### src/rtl/mem_arb_pkg.sv
// Shared types and widths for the instruction/data memory arbiter.
// The enum order is only a state encoding; nothing depends on its values.
package mem_arb_pkg;

    localparam int BEATS   = 4;
    localparam int BEAT_W  = 2;
    localparam int WORD_W  = 32;
    localparam int MADDR_W = 8;
    localparam int IADDR_W = 6;
    localparam int BLOCK_W = BEATS * WORD_W;

    typedef enum logic [2:0] {
        IDLE,
        D_ACC,
        I_BEAT,
        DONE_D,
        DONE_I
    } state_t;

endpackage

### src/rtl/mem_arb_rr_arb2.sv
// Two-way round-robin grant between the data and instruction requesters.
// The last-grant flop only moves when the arbiter is allowed to hand out a grant.
module rr_arb2 (
    input  logic clk_i,
    input  logic rst_ni,
    input  logic reqD_i,
    input  logic reqI_i,
    input  logic take_i,
    output logic grantD_o,
    output logic grantI_o
);

    logic lastI_q, lastI_d;

    // On contention D wins only when I held the previous grant
    always_comb begin
        grantD_o = reqD_i & (~reqI_i | lastI_q);
        grantI_o = reqI_i & ~grantD_o;
        lastI_d  = lastI_q;
        if (take_i && (grantD_o || grantI_o)) begin
            lastI_d = grantI_o;
        end
    end

    always_ff @(posedge clk_i or negedge rst_ni) begin
        if (!rst_ni) begin
            lastI_q <= 1'b1;
        end else begin
            lastI_q <= lastI_d;
        end
    end

endmodule

### src/rtl/mem_arbiter.sv
// Arbiter sharing one word-wide main memory between an I-cache block refill
// port (four beats) and a D-cache single-word port.
module mem_arbiter
    import mem_arb_pkg::*;
(
    input  logic                 CLK,
    input  logic                 RESET,
    input  logic                 I_READ,
    input  logic [IADDR_W-1:0]   I_ADDRESS,
    output logic [BLOCK_W-1:0]   I_READDATA,
    output logic                 I_BUSYWAIT,
    input  logic                 D_READ,
    input  logic                 D_WRITE,
    input  logic [MADDR_W-1:0]   D_ADDRESS,
    input  logic [WORD_W-1:0]    D_WRITEDATA,
    output logic [WORD_W-1:0]    D_READDATA,
    output logic                 D_BUSYWAIT,
    output logic                 M_READ,
    output logic                 M_WRITE,
    output logic [MADDR_W-1:0]   M_ADDRESS,
    output logic [WORD_W-1:0]    M_WRITEDATA,
    input  logic [WORD_W-1:0]    M_READDATA,
    input  logic                 M_BUSYWAIT
);

    state_t               state_q, state_d;
    logic [BEAT_W-1:0]    beat_q, beat_d;
    logic                 gap_q, gap_d;
    logic [IADDR_W-1:0]   iAddr_q, iAddr_d;
    logic [MADDR_W-1:0]   dAddr_q, dAddr_d;
    logic [WORD_W-1:0]    dWdata_q, dWdata_d;
    logic                 dRead_q, dRead_d;
    logic                 dWrite_q, dWrite_d;
    logic [3*WORD_W-1:0]  iBuf_q, iBuf_d;
    logic [BLOCK_W-1:0]   iData_q, iData_d;
    logic [WORD_W-1:0]    dData_q, dData_d;

    logic dPend, iPend, grantD, grantI, memDone, lastBeat;

    assign dPend    = D_READ | D_WRITE;
    assign iPend    = I_READ;
    assign memDone  = (M_READ | M_WRITE) & ~M_BUSYWAIT;
    assign lastBeat = (beat_q == BEAT_W'(BEATS - 1));

    rr_arb2 u_arb (
        .clk_i    (CLK),
        .rst_ni   (RESET),
        .reqD_i   (dPend),
        .reqI_i   (iPend),
        .take_i   (state_q == IDLE),
        .grantD_o (grantD),
        .grantI_o (grantI)
    );

    always_ff @(posedge CLK or negedge RESET) begin
        if (!RESET) begin
            state_q <= IDLE;
        end else begin
            state_q <= state_d;
        end
    end

    always_comb begin
        state_d = state_q;
        case (state_q)
            IDLE:    if (grantD) state_d = D_ACC;
                     else if (grantI) state_d = I_BEAT;
            D_ACC:   if (memDone) state_d = DONE_D;
            I_BEAT:  if (memDone && lastBeat) state_d = DONE_I;
            DONE_D,
            DONE_I:  state_d = IDLE;
            default: state_d = IDLE;
        endcase
    end

    // Memory strobes drop during the I gap cycle and in both DONE states
    always_comb begin
        M_READ      = 1'b0;
        M_WRITE     = 1'b0;
        M_ADDRESS   = '0;
        M_WRITEDATA = '0;
        case (state_q)
            D_ACC: begin
                M_READ      = dRead_q;
                M_WRITE     = dWrite_q;
                M_ADDRESS   = dAddr_q;
                M_WRITEDATA = dWdata_q;
            end
            I_BEAT: begin
                M_READ    = ~gap_q;
                M_ADDRESS = {iAddr_q, beat_q};
            end
            default: ;
        endcase
        D_BUSYWAIT = dPend & (state_q != DONE_D);
        I_BUSYWAIT = iPend & (state_q != DONE_I);
    end

    // Refill words collect in iBuf; the visible block only changes on the last beat
    always_comb begin
        beat_d   = beat_q;
        gap_d    = gap_q;
        iAddr_d  = iAddr_q;
        dAddr_d  = dAddr_q;
        dWdata_d = dWdata_q;
        dRead_d  = dRead_q;
        dWrite_d = dWrite_q;
        iBuf_d   = iBuf_q;
        iData_d  = iData_q;
        dData_d  = dData_q;
        case (state_q)
            IDLE: begin
                if (grantD) begin
                    dAddr_d  = D_ADDRESS;
                    dWdata_d = D_WRITEDATA;
                    dWrite_d = D_WRITE;
                    dRead_d  = D_READ & ~D_WRITE;
                end else if (grantI) begin
                    iAddr_d = I_ADDRESS;
                    beat_d  = '0;
                    gap_d   = 1'b0;
                end
            end
            D_ACC: begin
                if (memDone && dRead_q) dData_d = M_READDATA;
            end
            I_BEAT: begin
                if (gap_q) begin
                    gap_d = 1'b0;
                end else if (memDone) begin
                    if (lastBeat) begin
                        iData_d = {M_READDATA, iBuf_q};
                        beat_d  = '0;
                    end else begin
                        case (beat_q)
                            2'd0:    iBuf_d[WORD_W-1:0]          = M_READDATA;
                            2'd1:    iBuf_d[2*WORD_W-1:WORD_W]   = M_READDATA;
                            default: iBuf_d[3*WORD_W-1:2*WORD_W] = M_READDATA;
                        endcase
                        beat_d = beat_q + 2'd1;
                        gap_d  = 1'b1;
                    end
                end
            end
            default: ;
        endcase
    end

    always_ff @(posedge CLK or negedge RESET) begin
        if (!RESET) begin
            beat_q   <= '0;
            gap_q    <= 1'b0;
            iAddr_q  <= '0;
            dAddr_q  <= '0;
            dWdata_q <= '0;
            dRead_q  <= 1'b0;
            dWrite_q <= 1'b0;
            iBuf_q   <= '0;
            iData_q  <= '0;
            dData_q  <= '0;
        end else begin
            beat_q   <= beat_d;
            gap_q    <= gap_d;
            iAddr_q  <= iAddr_d;
            dAddr_q  <= dAddr_d;
            dWdata_q <= dWdata_d;
            dRead_q  <= dRead_d;
            dWrite_q <= dWrite_d;
            iBuf_q   <= iBuf_d;
            iData_q  <= iData_d;
            dData_q  <= dData_d;
        end
    end

    assign I_READDATA = iData_q;
    assign D_READDATA = dData_q;

endmodule
### config.mk
export PLATFORM = sky130hd
export DESIGN_NAME = mem_arbiter
export DESIGN_NICKNAME = d
export VERILOG_FILES = /design/src/rtl/mem_arb_pkg.sv /design/src/rtl/mem_arb_rr_arb2.sv /design/src/rtl/mem_arbiter.sv
export SDC_FILE = /design/constraint.sdc
export NUM_CORES = 1
export LEC_CHECK = 0
export BUFFER_PORTS_ARGS = -buffer_cell sky130_fd_sc_hd__buf_4
export CORE_ASPECT_RATIO = 0.7
export CORE_MARGIN = 5
export CORE_UTILIZATION = 40
export DETAILED_ROUTE_END_ITERATION = 12
export MAX_ROUTING_LAYER = met4
export PLACE_DENSITY = 0.76
export SLEW_MARGIN = 10
export SYNTH_ARGS = -nofsm -noshare
export SYNTH_HDL_FRONTEND = slang
export SYNTH_SLANG_ARGS = --single-unit
### constraint.sdc
create_clock -name CLK -period 1.85 [get_ports CLK]
set_clock_uncertainty 0.2 [all_clocks]
set_input_delay 0.185 -clock CLK [delete_from_list [all_inputs] [get_ports CLK]]
set_output_delay 0.185 -clock CLK [all_outputs]
set_load 0.02 [all_outputs]
# After elaboration in Yosys (flattened, before gate mapping)
# Cells that the tools add are included.
[totals]
ff_bits = 311
input_bits = 84
out_inout_bits = 204
word_cells = 83
[op_classes]
add_sub_neg = 1
n_eq_ne = 13
muxes = 21
bitwise = 16
reduce_logical = 18
[op_table]
columns = ["operator", "count"]
rows = [
  ["$mux W32", 1],
  ["$reduce_and A5 Y1", 4],
  ["$pmux W8 S2", 1],
  ["$mux W3", 4],
  ["$ne A2 B2 Y1 const B", 6],
  ["$mux W2", 5],
  ["$pmux W3 S3", 1],
  ["$reduce_and A3 Y1", 3],
  ["$not A1 Y1", 7],
  ["$and A1 B1 Y1", 6],
  ["$mux W1", 6],
  ["$ne A3 B3 Y1 const B", 2],
  ["$pmux W1 S2", 2],
  ["$pmux W2 S2", 1],
  ["$reduce_and A2 Y1", 2],
  ["$reduce_and A4 Y1", 1],
  ["$eq A3 B1 Y1 const B", 1],
  ["$eq A3 B2 Y1 const B", 1],
  ["$logic_and A1 B1 Y1", 3],
  ["$logic_not A3 Y1", 1],
  ["$ne A3 B2 Y1 const B", 1],
  ["$or A1 B1 Y1", 3],
  ["$add A2 B1 Y2 const B", 1],
  ["$eq A2 B1 Y1 const B", 1],
  ["other kinds (5)", 5],
]

# Longest topological paths before layout
# Gate-level depths: netlist of the first run.
[logic_depth]
depth_word = 8
ltp_mapped = 6
mapped_depth_nobuf = 4

# Cells and area by module
# From an unflattened synthesis of the first run, not the netlist that was laid out.
[hier_totals]
hier_cells = 760
area_unflattened_um2 = 12199.2
[by_module_without_submodules]
columns = ["module", "n_inst", "cells_per_inst", "area_each_um2", "seq_area_each_um2"]
rows = [
  ["mem_arbiter", 1, 754, 12142.9, 7757.4],
  ["rr_arb2", 1, 6, 56.3, 26.3],
]

# Worst setup path before layout of the first run
# Ideal clock, no wire load.
[synth_timing]
kind = "reg2reg"
from = "register state_q[1]"
to = "register dAddr_q[0]"
setup_ns = 0.125
t_arrival_ns = 1.603
required_ns = 1.525
setup_slack_ns = -0.078
stages_incl_launch_ff = 6
n_path_buf = 2
synth_period_minus_slack_ns = 1.928
cell_sequence = "dfrtp_1 -> buf_4 -> nor3_4 -> nor3b_4 -> buf_6 -> mux2_2"
[synth_between]
elab_chain_cells = 2
[synth_rtl]
columns = ["element", "line", "source"]
rows = [
  ["start, declared", "mem_arbiter.sv:26", "state_t state_q, state_d;"],
  ["start signal, assigned", "mem_arbiter.sv:59", "state_q <= state_d;"],
  ["$logic_not A3 Y1", "mem_arbiter.sv:111", "case (state_q)"],
  ["$reduce_and A2 Y1 (no source line)", "--", ""],
  ["end signal, assigned", "mem_arbiter.sv:165", "dAddr_q <= dAddr_d;"],
  ["end, declared", "mem_arbiter.sv:30", "logic [MADDR_W-1:0] dAddr_q, dAddr_d;"],
]
# No other way between the ends.
# A chain may end at the register's enable or synchronous reset.

# Worst setup path after layout of the first run
[layout_timing]
from = "register state_q[1]"
to = "output M_WRITE"
[layout_between]
elab_chain_cells = 2
[layout_rtl]
columns = ["element", "line", "source"]
rows = [
  ["$eq A3 B1 Y1", "mem_arbiter.sv:82", "case (state_q)"],
  ["$mux W1", "mem_arbiter.sv:82", ""],
  ["end, declared", "mem_arbiter.sv:19", "output logic M_WRITE,"],
]
# No other way between the ends.

==> impl_metrics.toml, run 1 <==
[timing]
maxSlewViolCount = 0
relSlewSlack_pct = 66.65
tightest_slew_ps = 498.5
clock.fmax_ghz = 0.4366
hold_viol_final = 0
setup_slack_ps = -440.4
fin_crit_sh_pct = 123.8
setup_viol_count_final = 349
period_needed_ps = 2290
holdWs_ps = 195.2
rsz0062_at_grt = "yes"

[route]
wl_met1_mm = 16.70
highest_layer = "met4"
postRouteWirelength_mm = 37.18
drcViolationCount = 0
avgViaCountPerCell = 4.904
antenna_left = 0
drt_iter0_drc = 315
vias = 8194
met3WireLength_mm = 2.617
met2_length_mm = 17.27
dr.pass1.iters = 4
wl_per_cell_microns = 22.25

[synth]
synth_seq_area_share_pct = 64.14
synth_seq_cells = 311
synth_warnings = 0
netlist_instances = 753
synth_fp_nets = 841
ys_types = 38
avgSynthCellArea_sq_um = 16.12
synthesis.area_sq_um = 12140

[critical_path]
crit_chain = "buf_6 > nor3b_4 > buf_6 > clkbuf_16 > and2_4 > buf_6"
crit_family = "buffers and inverters"
path_common_cell = "buf_6"
crit_path_top_delay_cell = "dfrtp_1"
worstPathRequired_ps = 1460
r2r_cells = 9
cpPeakStageDelay_ps = 390
critical_path_class = "reg2out"
critPathMaxFanout = 8
cp.arrival_ps = 1910
reg2reg_to = "I_READDATA[96]"
crit_buf_inv = 4
startpoint_type = "flip-flop"
worstReg2RegStart = "state_q[1]"
rrSetupSlack_ps = -300
critPathCaptureType = "output pin"

[place]
placed_area_sq_um = 15300
globalplace.congestion = 0.7593
io_buffers = 287
hpwl_mm = 20.76

[pwr]
peakVddDrop_mv = 1.047
p_sw_share_pct = 33.65
p_int_w = 0.02186
total_power_w = 0.03295
clkPwrFrac_pct = 18.9
powerDensity_nw_per_um2 = 1730
p_seq_share_pct = 36.9
combPwrFrac_pct = 44.2
p_leak_nw = 9.385
power_switching_w = 0.01108

[clocking]
cts_buffers = 30
clk-insertion-delay-late_ps = 570
clock_path_buffers = 3
clk_pin_slew_ps = 70
cts_root_buf = "clkbuf_16"
clock-sinks = 311
cts_tree = "yes"
htree_levels = 1

[global_route]
grt_pass1_wl_mm = 54.71
antenna_found_initial = 0
gr-total-overflow = 0
grt_pass1_vias = 9111
grt.total_usage_pct = 21.23
grt_max_degree = 50

[final_layout]
layout-drive-gt1-share_pct = 64.02
antenna_cells = 0
nets = 1324
syn_to_final_growth_pct = 56.95
fin_area_sq_um = 19050

[hold_path]
hp-class = "in2reg"
min_from = "D_WRITEDATA[14]"
hold_end = "dWdata_q[14]"
hold_depth = 3

[job]
maxCapViolations = 0

[floorplan]
die_area_sq_um = 33980
die_h_microns = 155.7
start_util_pct = 40.49
core-area_sq_um = 29970
pin_count = 288
die_x_microns = 218.2
fp-row-count = 53

[status]
violations = "setup timing"
status = "complete, but fails checks"
-- cell families (layout without fill, tap and decap cells) --
kind of cell    after synthesis  after routing  share of synthesized area (%)
flops                       311            311                          64.14
mux                         304            304                          28.20
simple gates                 66             66                          3.537
buf+inv                      47            553                          2.402
compound gates               21             21                          1.309
fa+ha+maj                     4              4                         0.4124
-- cell usage after synthesis --
cell	number	area share (%)
buf_4	5	0.31
a221o_1	1	0.082
nor3b_2	1	0.10
mux2_1	26	2.4
o21a_1	1	0.062
o21ai_0	1	0.041
and2_1	33	1.7
ha_1	4	0.41
nand3_2	1	0.082
nor2b_1	3	0.15
clkbuf_1	6	0.19
nand4_1	1	0.052
mux2_2	277	26
dfstp_2	1	0.22
nand3_1	5	0.21
a22oi_1	9	0.56
or2_2	1	0.052
nand3b_1	1	0.062
inv_2	1	0.031
a311oi_1	1	0.072
inv_1	8	0.25
o31a_1	1	0.072
nor2_1	14	0.43
or3b_2	1	0.072
a31oi_1	1	0.052
nor2_2	1	0.052
nor4b_2	1	0.12
o211ai_1	1	0.062
dfrtp_1	310	64
nor3b_4	2	0.31
o31ai_1	2	0.12
buf_2	17	0.70
mux2i_1	1	0.082
o211a_1	1	0.082
buf_6	10	0.93
a21oi_1	1	0.041
a211oi_1	1	0.062
nor3_4	1	0.13
-- worst max path at each step --
stage	from	cells past startpoint	slack, ps	end
detailed placement	beat_q[0]	5	-70	iBuf_q[48]
floorplan	state_q[0]	5	-40	dAddr_q[7]
global route	state_q[1]	6	-530	M_WRITEDATA[2]
finish	state_q[1]	6	-440	M_WRITE
global placement	state_q[1]	5	-20	M_WRITEDATA[10]
CTS	state_q[1]	6	-450	M_WRITE
-- per-layer routing --
layer  track usage (%)  vias to the layer above
li1                  -                     3629
met1             28.35                     4262
met2             33.97                      256
met3             5.451                       47
met4             3.168                        0
met5                 -                        -
-- per-stage QoR --
| stage | cells | utilization [%] | worst slack [ps] | setup TNS, ps |
|---|---|---|---|---|
| 2_1_floorplan | 753 | - | -41.38 | -1697 |
| 3_3_place_gp | 1464 | 51.04 | -23.33 | -24.70 |
| 3_5_place_dp | 1464 | 51.04 | -70.20 | -5709 |
| 4_1_cts | 1663 | 62.46 | -454.6 | -105520 |
| 5_1_grt | 1671 | 63.55 | -531.0 | -100300 |
| 6_report | 1671 | 63.55 | -440.4 | -71150 |
-- layout make-up --
| class | instances | area (sq um) |
|---|---|---|
| fill | 2148 | 10930 |
| sequential | 311 | 7785 |
| timing repair buffer | 489 | 4982 |
| multi-input combinational | 395 | 4713 |
| clock buffer | 47 | 894.6 |
| tap | 412 | 515.5 |
| clock inverter | 8 | 110.1 |
| inverter | 9 | 46.29 |
-- power by group through the flow --
stage | clock network, W | registers [W] | logic (W)
after global placement | 0 | 0.0118 | 0.0114
after detailed placement | 0 | 0.0120 | 0.0117
final | 0.00623 | 0.0121 | 0.0146
after floorplan | 0 | 0.0136 | 0.00486
after global routing | 0.00665 | 0.0125 | 0.0154
after CTS | 0.00636 | 0.0120 | 0.0141
-- state kept, by name, summed over array words and instances (netlist names), 2 cells and up --
signal / cells
dWdata_q: 32
beat_q: 2
iBuf_q: 96
I_READDATA: 128
D_READDATA: 32
dAddr_q: 8
iAddr_q: 6
state_q: 3
-- cell usage in the layout (no fill, tap or decap), types with 2 or more instances in the layout --
| cell | instances |
|---|---|
| mux2_4 | 115 |
| clkinvlp_4 | 2 |
| and2_1 | 10 |
| mux2_2 | 184 |
| nor3b_4 | 3 |
| dfrtp_1 | 309 |
| nor2_2 | 3 |
| bufinv_16 | 2 |
| nor2b_4 | 2 |
| nand3_4 | 5 |
| buf_16 | 14 |
| inv_1 | 7 |
| ha_1 | 3 |
| nor2_1 | 12 |
| clkinv_8 | 2 |
| and2_4 | 23 |
| buf_8 | 4 |
| clkbuf_1 | 9 |
| clkbuf_16 | 39 |
| buf_12 | 32 |
| dlygate4sd3_1 | 84 |
| o31ai_1 | 2 |
| buf_4 | 284 |
| buf_6 | 62 |
| clkinv_2 | 2 |
| clkbuf_8 | 8 |
| a22oi_2 | 9 |
| mux2_1 | 4 |
-- worst register-to-register path: stages, from the launching register on --
cell	delay [ps]
dfrtp_1	360
buf_4	120
buf_6	100
buf_6	90
nor3b_4	240
nand3_4	170
buf_12	170
buf_16	140
buf_4	140
mux2_1	300
-- timing repair --
item | in CTS | in global routing
endpoints found under the setup margin | 238 | 353
hold buffers | 84 | 0
hold endpoints to repair | 525 | 0
resized for setup | 194 | 77
buffers inserted | 41 | 11
pin swaps | 22 | 21
gates cloned | 21 | 12
No activity file was read; power rests on OpenSTA's default activity.
==> inputs of run 2 (changes only) <==
==> constraint.sdc (replaced) <==
create_clock -name CLK -period 1.85 [get_ports CLK]
set_clock_uncertainty 0.2 [all_clocks]
set_input_delay 0.37 -clock CLK [delete_from_list [all_inputs] [get_ports CLK]]
set_output_delay 0.37 -clock CLK [all_outputs]
set_load 0.02 [all_outputs]
==> impl_metrics.toml, run 2 (synthesized netlist as in run 1, its figures left out) <==
[timing]
fin_crit_sh_pct = 133.2
setup_viol_count_final = 352
rsz0062_at_grt = "yes"
setup_slack_ps = -614.5
period_needed_ps = 2465
maxSlewViolCount = 0
clock.fmax_ghz = 0.4058
tightest_slew_ps = 358.8
relSlewSlack_pct = 76.08
tns_ps = -103430
hold_viol_final = 0

[global_route]
grt.total_usage_pct = 22.06
gr-total-overflow = 0
grt_pass1_wl_mm = 56.33
grt_pass1_vias = 9246
antenna_found_initial = 0
grt_max_degree = 66

[critical_path]
crit_buf_inv = 4
worstPathRequired_ps = 1280
critPathMaxFanout = 6
crit_family = "buffers and inverters"
path_common_cell = "buf_6"
crit_path_top_delay_cell = "dfrtp_1"
startpoint_type = "flip-flop"
critPathCaptureType = "output pin"
critical_path_class = "reg2out"
cp.arrival_ps = 1890
cpPeakStageDelay_ps = 390
crit_chain = "buf_12 > nor3b_4 > buf_6 > buf_6 > and2_4 > buf_6"

[final_layout]
largest_reg_flops = 128
antenna_cells = 0
final_cell_mix = "dfrtp_1, buf_4, mux2_2"
final-instance-count-excl-fill = 1679
syn_to_final_growth_pct = 59.22
layout-drive-gt1-share_pct = 66.14
fin_util_pct = 64.46
nets = 1330
layout_commonest_cell = "dfrtp_1"

[floorplan]
die_x_microns = 218.2
fp-row-count = 53
core-area_sq_um = 29970
start_util_pct = 40.49
die_area_sq_um = 33980
die_h_microns = 155.7
pin_count = 288

[job]
maxCapViolations = 0

[place]
placed_cells_incl_taps = 1466
io_buffers = 287
hpwl_mm = 20.41
globalplace.congestion = 0.7549
pre_cts_slack_ps = -114.0

[route]
dr.pass1.iters = 4
postRouteWirelength_mm = 38.23
antenna_left = 0
vias = 8312
drcViolationCount = 0
wl_per_cell_microns = 22.77
avgViaCountPerCell = 4.951
drt_iter0_drc = 274

[clocking]
cts_tree = "yes"
htree_levels = 1
cts_buffers = 31
clock-sinks = 311
clock_path_buffers = 3
clk-insertion-delay-late_ps = 570
cts_root_buf = "clkbuf_16"
clk_pin_slew_ps = 60

[pwr]
powerDensity_nw_per_um2 = 1753
peakVddDrop_mv = 1.229
p_leak_nw = 9.557
total_power_w = 0.03386

[status]
status = "complete, but fails checks"
violations = "setup timing"

[hold_path]
hp-class = "in2async"
run 2: cell types whose count changed in the layout (fill, tap and decap cells not counted), sizes merged:
cell / change
bufinv: +3
buf: +14
clkinvlp: -2
inv: +5
clkbuf: -11
dlygate4sd3: -3
clkinv: +2
run 2: final timing paths:
kind	from	endpoint	slack [ps]	cells after the start
worst max-delay path	state_q[1]	M_WRITE	-610	6
worst min-delay path	RESET	iBuf_q[37]	80	2
worst max register to register	state_q[1]	iBuf_q[74]	-360	9
worst min register to register	iBuf_q[55]	I_READDATA[55]	300	1
max in group asynchronous	RESET	I_READDATA[56]	700	3
min in group CLK	D_READ	state_q[1]	130	4
run 2: metrics by stage:
stage | cell area (sq um) | hold WS (ps)
6_report | 19320 | 78.45
5_1_grt | 19320 | 82.45
4_1_cts | 19030 | 52.98
3_5_place_dp | 15290 | 70.79
3_3_place_gp | 15290 | 69.38
2_1_floorplan | 12250 | -125.6
run 2: what timing repair did:
action	4_1_cts	5_1_grt
setup endpoints to repair	263	352
pin swaps	38	7
gates resized for setup	215	111
setup buffers	34	25
cloned	31	3
hold endpoints to repair	519	0
hold buffers	81	0
run 2: routing by layer:
metal | GRT usage [%] | vias to the layer above | share of wire (%)
met3 | 5.509 | 56 | 5.7
met4 | 4.423 | 0 | 2.0
met5 | - | - | 0
met1 | 29.35 | 4361 | 44
met2 | 34.97 | 243 | 48
li1 | - | 3652 | -
run 2: cell type report:
type | instances | area, sq um
clock buffer | 42 | 887.1
clock inverter | 16 | 226.5
fill | 2101 | 10650
inverter | 9 | 46.29
multi-input combinational | 395 | 4800
sequential | 311 | 7785
tap | 412 | 515.5
timing repair buffer | 494 | 5062
run 2: where the power goes:
part	total (W)	switching [W]	leakage [nW]	internal (W)
clock network	0.00681	0.00274	0.555	0.00408
logic	0.0148	0.00653	5.10	0.00829
registers	0.0122	0.00210	3.90	0.0101
total	0.0339	0.0114	9.56	0.0225
